<file path="config.mk">
export PLATFORM = sky130hd
export DESIGN_NAME = stopwatch_ctrl
export DESIGN_NICKNAME = d
export VERILOG_FILES = /design/src/rtl/stopwatch_ctrl.sv
export SDC_FILE = /design/constraint.sdc
export NUM_CORES = 1
export LEC_CHECK = 0
export ABC_CLOCK_PERIOD_IN_PS = 3650
export CORE_MARGIN = 1
export CORE_UTILIZATION = 35
export CTS_CLUSTER_SIZE = 12
export DETAILED_ROUTE_END_ITERATION = 6
export GPL_ROUTABILITY_DRIVEN = 1
export GPL_TIMING_DRIVEN = 0
export PLACE_DENSITY = 0.53
export SLEW_MARGIN = 10
export SYNTH_ARGS = -nofsm -noshare
export SYNTH_HDL_FRONTEND = slang
export SYNTH_SLANG_ARGS = --single-unit
</file>
<file path="constraint.sdc">
create_clock -name clk -period 3.65 [get_ports clk]
set_input_delay 1.095 -clock clk [delete_from_list [all_inputs] [get_ports clk]]
set_output_delay 1.095 -clock clk [all_outputs]
set_load 0.01 [all_outputs]
</file>
<file path="src/rtl/stopwatch_ctrl.sv">
// Stopwatch controller: millisecond prescaler, min:sec:ms count chain,
// run/pause/idle sequencing and a lap freeze register for the display.
//
// Handshake: start_stop, lap and clear are single-cycle command pulses,
// sampled on every rising edge with no ready/acknowledge. A pulse is acted on
// at the edge that samples it. Priority within one cycle: clear, start_stop, lap.
// All outputs come from registers (disp_* is a register-to-register mux),
// so no input reaches an output combinationally.
module stopwatch_ctrl #(
  parameter int TICK_DIV = 50000,  // system clocks per millisecond tick, >= 2
  parameter int PRE_W    = 16      // prescaler width, 2**PRE_W >= TICK_DIV
) (
  input  logic       clk,
  input  logic       rst_n,
  input  logic       start_stop,
  input  logic       lap,
  input  logic       clear,
  output logic [5:0] disp_min,
  output logic [5:0] disp_sec,
  output logic [9:0] disp_ms,
  output logic       running,
  output logic       lap_active,
  output logic       ovf
);

  typedef enum logic [1:0] {
    S_IDLE  = 2'd0,
    S_RUN   = 2'd1,
    S_PAUSE = 2'd2
  } state_e;

  localparam logic [PRE_W-1:0] PRE_MAX = PRE_W'(TICK_DIV - 1);
  localparam logic [PRE_W-1:0] PRE_ONE = PRE_W'(1);

  state_e           state_q, state_d;
  logic [PRE_W-1:0] pre_q, pre_d;
  logic [5:0]       min_q, min_d;
  logic [5:0]       sec_q, sec_d;
  logic [9:0]       ms_q, ms_d;
  logic [5:0]       lap_min_q, lap_min_d;
  logic [5:0]       lap_sec_q, lap_sec_d;
  logic [9:0]       lap_ms_q, lap_ms_d;
  logic             lap_active_q, lap_active_d;
  logic             ovf_q, ovf_d;

  // FSM decodes used by the datapath
  logic tick;
  logic lap_allowed;

  // State and datapath registers, asynchronous active-low reset
  always_ff @(posedge clk or negedge rst_n) begin
    if (!rst_n) begin
      state_q      <= S_IDLE;
      pre_q        <= '0;
      min_q        <= '0;
      sec_q        <= '0;
      ms_q         <= '0;
      lap_min_q    <= '0;
      lap_sec_q    <= '0;
      lap_ms_q     <= '0;
      lap_active_q <= 1'b0;
      ovf_q        <= 1'b0;
    end else begin
      state_q      <= state_d;
      pre_q        <= pre_d;
      min_q        <= min_d;
      sec_q        <= sec_d;
      ms_q         <= ms_d;
      lap_min_q    <= lap_min_d;
      lap_sec_q    <= lap_sec_d;
      lap_ms_q     <= lap_ms_d;
      lap_active_q <= lap_active_d;
      ovf_q        <= ovf_d;
    end
  end

  // Next-state logic: clear wins, otherwise start_stop toggles run/pause
  always_comb begin
    state_d = state_q;
    if (clear) begin
      state_d = S_IDLE;
    end else if (start_stop) begin
      case (state_q)
        S_IDLE:  state_d = S_RUN;
        S_RUN:   state_d = S_PAUSE;
        S_PAUSE: state_d = S_RUN;
        default: state_d = S_IDLE;
      endcase
    end
  end

  // FSM outputs: run flag, millisecond tick enable, lap permission
  always_comb begin
    running     = (state_q == S_RUN);
    tick        = (state_q == S_RUN) && (pre_q == PRE_MAX);
    lap_allowed = (state_q != S_IDLE);
  end

  // Prescaler advances only in RUN; PAUSE keeps the partial millisecond
  always_comb begin
    pre_d = pre_q;
    if (clear) begin
      pre_d = '0;
    end else if (state_q == S_RUN) begin
      pre_d = tick ? '0 : pre_q + PRE_ONE;
    end
  end

  // Count chain ms -> sec -> min; a full wrap sets the sticky overflow
  always_comb begin
    min_d = min_q;
    sec_d = sec_q;
    ms_d  = ms_q;
    ovf_d = ovf_q;
    if (clear) begin
      min_d = '0;
      sec_d = '0;
      ms_d  = '0;
      ovf_d = 1'b0;
    end else if (tick) begin
      if (ms_q == 10'd999) begin
        ms_d = '0;
        if (sec_q == 6'd59) begin
          sec_d = '0;
          if (min_q == 6'd59) begin
            min_d = '0;
            ovf_d = 1'b1;
          end else begin
            min_d = min_q + 6'd1;
          end
        end else begin
          sec_d = sec_q + 6'd1;
        end
      end else begin
        ms_d = ms_q + 10'd1;
      end
    end
  end

  // Lap register: capture the pre-increment count, or release the freeze
  always_comb begin
    lap_min_d    = lap_min_q;
    lap_sec_d    = lap_sec_q;
    lap_ms_d     = lap_ms_q;
    lap_active_d = lap_active_q;
    if (clear) begin
      lap_min_d    = '0;
      lap_sec_d    = '0;
      lap_ms_d     = '0;
      lap_active_d = 1'b0;
    end else if (lap) begin
      if (lap_active_q) begin
        lap_active_d = 1'b0;
      end else if (lap_allowed) begin
        lap_min_d    = min_q;
        lap_sec_d    = sec_q;
        lap_ms_d     = ms_q;
        lap_active_d = 1'b1;
      end
    end
  end

  // Display mux between frozen lap value and live count
  always_comb begin
    lap_active = lap_active_q;
    ovf        = ovf_q;
    disp_min   = lap_active_q ? lap_min_q : min_q;
    disp_sec   = lap_active_q ? lap_sec_q : sec_q;
    disp_ms    = lap_active_q ? lap_ms_q  : ms_q;
  end

endmodule

</file>
# Word-level counts from Yosys, hierarchy flattened
# Cells that the tools add are included.
dict set report word_totals {
  regBits 64
  word_cells 79
}
dict set report op_classes {
  addsub 4
  n_eq_ne 7
  mux 42
  reduce_logical 16
}
# op count
set ops {}
lappend ops {{$mux W6} 19}
lappend ops {{$mux W10} 8}
lappend ops {{$mux W16} 3}
lappend ops {{$reduce_bool A2 Y1} 9}
lappend ops {{$add A16 B1 Y16 const B} 1}
lappend ops {{$eq A16 B16 Y1 const B} 1}
lappend ops {{$add A6 B1 Y6 const B} 2}
lappend ops {{$eq A6 B6 Y1 const B} 2}
lappend ops {{$add A10 B1 Y10 const B} 1}
lappend ops {{$eq A10 B10 Y1 const B} 1}
lappend ops {{$mux W1} 9}
lappend ops {{$reduce_and A3 Y1} 2}
lappend ops {{$mux W2} 2}
lappend ops {{$pmux W2 S2} 1}
lappend ops {{$reduce_and A4 Y1} 1}
lappend ops {{$eq A2 B1 Y1 const B} 1}
lappend ops {{$eq A2 B2 Y1 const B} 1}
lappend ops {{$logic_not A2 Y1} 1}
lappend ops {{$ne A2 B2 Y1 const B} 1}
lappend ops {{$reduce_and A2 Y1} 1}
lappend ops {{$reduce_or A2 Y1} 1}
lappend ops {{$logic_and A1 B1 Y1} 1}

# Logic depth before layout (Yosys ltp)
dict set report logic_depth {
  depth_word 6
  depth_mapped 7
  ltp_nobuf 5
}

# Worst setup path after synthesis
# Ideal clock, no wire load.
dict set report synth_path {
  path_kind {register to output}
  startpoint {register lap_active_q, in the netlist lap_active}
  endpoint {output disp_ms[3]}
  t_arrival_ns 1.211
  required_ns 2.555
  setup_slack_ns 1.344
  stages_incl_launch_ff 5
  path_buffers 2
  path_cell_list {dfrtp_1 -> clkbuf_1 -> clkbuf_1 -> nand2_1 -> o21ai_0}
}
dict set report synth_via {
  elab_chain_cells 1
}
# element line
set synth_lines {}
lappend synth_lines {{start: declaration} 43} ;# logic lap_active_q, lap_active_d;
lappend synth_lines {{start signal: assignment} 72} ;# lap_active_q <= lap_active_d;
lappend synth_lines {{$mux W10} 169} ;# disp_ms = lap_active_q ? lap_ms_q : ms_q;
lappend synth_lines {{end: declaration} 20} ;# output logic [9:0] disp_ms,
# Every way passes these cells.

# Worst setup path in the final report
dict set report layout_path {
  startpoint {register state_q[1]}
  endpoint {output running}
}
dict set report layout_via {
  elab_chain_cells 1
}
# element line
set layout_lines {}
lappend layout_lines {{start: declaration} 35} ;# state_e state_q, state_d;
lappend layout_lines {{start signal: assignment} 64} ;# state_q <= state_d;
lappend layout_lines {{$eq A2 B1 Y1} 94} ;# running = (state_q == S_RUN);
lappend layout_lines {{end: declaration} 21} ;# output logic running,
# Every way passes these cells.

==> metrics <==
Final Setup Violations 0; core region area 9910 µm²; critical path startpoint category flip-flop; Post-synth ARST share 100.0%; clock sink count 64; Cell Chain, Critical Path nand2b_1, clkbuf_1, inv_2, clkbuf_1, clkdlybuf4s50_1; vias in the first global route 2,865; clk root buf clkbuf_8; Routed WL per cell 16.56 µm; Final Hold Fails 0; DR DRC count 0; Critical Path AT 2.40 ns; most common cell after layout, fill and taps aside dfrtp_1; Max FO, Critical Path 10; Hold WC Path Type flip-flop to flip-flop; CTS buffer count 9; EDFF count, synth 0; Largest stage delay, worst path 0.64 ns; Slew Viols, Final 0; Buffers on Ports 29; FF/Latch Area 1602 µm²; via count 3,025; ant diodes 0; Post-Route WL 9226 µm; CTS tree yes; overall routing resource usage 17.73%; worst r2r src sec_q[0]; final worst path period share 95.67%; Slew @ Worst Pin 0.6354 ns; top cell type's share of synthesized area 44.11%; fin cells 557; Max Freq 0.2864 GHz; leading area contributor after synthesis dfrtp_1; initial core utilization 36.64%; setup bufs post-CTS 0; Max Cap Violations 0; WS Path Type flip-flop to primary output; top post-synthesis cells by area dfrtp_1 (44%), mux2i_1 (6.9%), mux2_2 (5.3%); Via density 5.431; residual overflow from global routing 0; leakage 1.827 nW; row cnt 36; cell mode on critical path clkbuf_1; Setup Skew 0.009447 ns; placed insts 541; layout cells sized above 1 10.85%; Rel. slew slack 57.46%; Worst Setup SP state_q[1]; initial drt markers 129; VDD IR max 0.0001493 V; cts repair resizes 0; Syn Nets 387; Yosys reg bits 64; mapped cell area 3631 µm²; Bufs on Longest Clock Path 2; min Tclk post-route 3.492 ns; first-pass iteration count of the detailed router 4; first-pass GRT wire length 15,350 µm; status completed; Slowest-stage cell, CP clkdlybuf4s50_1; dpl cell area 4105 µm²; Cells after Synth 378; largest net degree at the start of global routing 34; Detailed Place HPWL 6455 µm; hold_sp lap_min_q[2]; Layout area overhead 18.23%; post-route ant nets 0; Critical Path RT 2.55 ns; multi-input logic area 1888 µm²; IO Count 30; Vert. Die Dim 103.9 µm; number of fill cells in the layout 1,005; Die Area 10,790 µm²; RSZ-0062 raised after global routing false; nets@finish 428; CP endpoint kind primary output; PD cells 331.2 nW/µm²; gpl congestion 0.8016; clock-pin slew on the worst setup and hold paths 0.07 ns; H-tree levels 3; Netlist cell types 42; Design Area, Final 4293 µm²; Hold-fix buffers, CTS 0; Worst-Skew Late Latency 0.34 ns; Mapped Avg Cell Area 9.606 µm²; commonest cells after routing, fill and taps aside dfrtp_1 (64), nor2_1 (36), clkdlybuf4s50_1 (28); die width 103.9 µm; initial antenna violation count 0; Synth Flop Type dfrtp_1; synth warn 0; sequential fraction of the synthesis area 44.11%
[cell usage after synthesis, types with 2 or more instances]
cell and count:
nand2b_1 7, o211ai_1 5, or3_1 10, and4_1 5
a21oi_1 22, o32ai_1 6, and2_1 6, o41ai_1 2
or4_1 5, a211oi_1 7, inv_1 10, mux2_2 17
dfrtp_1 64, and4bb_2 3, ha_1 4, nor3_1 6
a41oi_1 2, buf_2 5, nand4_1 13, xor2_1 8
nor3b_1 3, clkbuf_1 19, mux2i_1 25, nor2_1 36
nand4b_1 2, o2111ai_1 4, o21ai_0 24, nor2b_1 3
nand3_1 12, o31ai_1 7, and3_1 10, nand2_1 16
[worst paths after layout]
kind	depth (start not counted)	slack, ns	to
setup / recovery	5	0.16	running
setup reg to reg	5	1.34	min_q[0]
max in group asynchronous	2	2.44	ms_q[4]
min in group asynchronous	1	0.70	lap_min_q[1]
hold / removal	2	0.52	lap_min_q[2]
hold reg to reg	2	0.52	lap_min_q[2]
[sequential cells by signal (all words and copies together) (netlist names)]
signal / cells
min_q: 6
lap_ms_q: 10
sec_q: 6
lap_active: 1
lap_min_q: 6
lap_sec_q: 6
state_q: 2
ovf: 1
pre_q: 16
ms_q: 10
[metal layers]
layer,global-route usage [%],share of wire [%],vias up
met1,26.85,51,1477
met2,26.00,45,55
met5,0,0,-
met3,3.321,2.8,7
met4,3.980,0.65,0
li1,-,-,1486
[logic make-up (layout without fill, tap and decap cells)]
| group | after synthesis | in the layout | share of synthesized area, % |
|---|---|---|---|
| mux | 42 | 42 | 12.16 |
| flops | 64 | 64 | 44.11 |
| simple gates | 143 | 143 | 22.43 |
| compound gates | 80 | 80 | 13.85 |
| xor+xnor | 9 | 9 | 2.171 |
| fa+ha+maj | 4 | 4 | 1.378 |
| buf+inv | 36 | 82 | 3.894 |
[final cells by class]
cell class / instances / share of cell area, %
multi-input combinational: 278 / 43.98
sequential: 64 / 37.31
timing repair buffer: 30 / 7.170
tap: 133 / 3.876
clock buffer: 10 / 2.973
buffer: 25 / 2.332
clock inverter: 6 / 1.399
inverter: 11 / 0.9618
[stage by stage]
step	total power [W]	utilization, %	TNS (ns)	worst slack, ns	hold slack, ns
6_report	0.001422	43.32	0	0.1581	0.5238
5_1_grt	0.001475	43.32	0	0.01344	0.5520
4_1_cts	0.001438	43.32	0	0.1360	0.5260
3_5_place_dp	0.0008367	41.43	0	0.3241	0.5094
3_3_place_gp	0.0008345	41.25	-53.44	-0.8387	0.4972
2_1_floorplan	0.0007869	-	0	1.344	0.4839
[critical path: cells and delay by family, from the launching register on]
family	cells	cell delay (ns)
buffers and inverters	4	1.49
flip-flops	1	0.41
AND/OR/NAND/NOR	1	0.15
[power breakdown]
group	internal (W)	switching, W
clock network	0.000312	0.000289
logic	0.0000329	0.0000705
registers	0.000713	0.00000429
No activity file was read; power rests on OpenSTA's default activity.
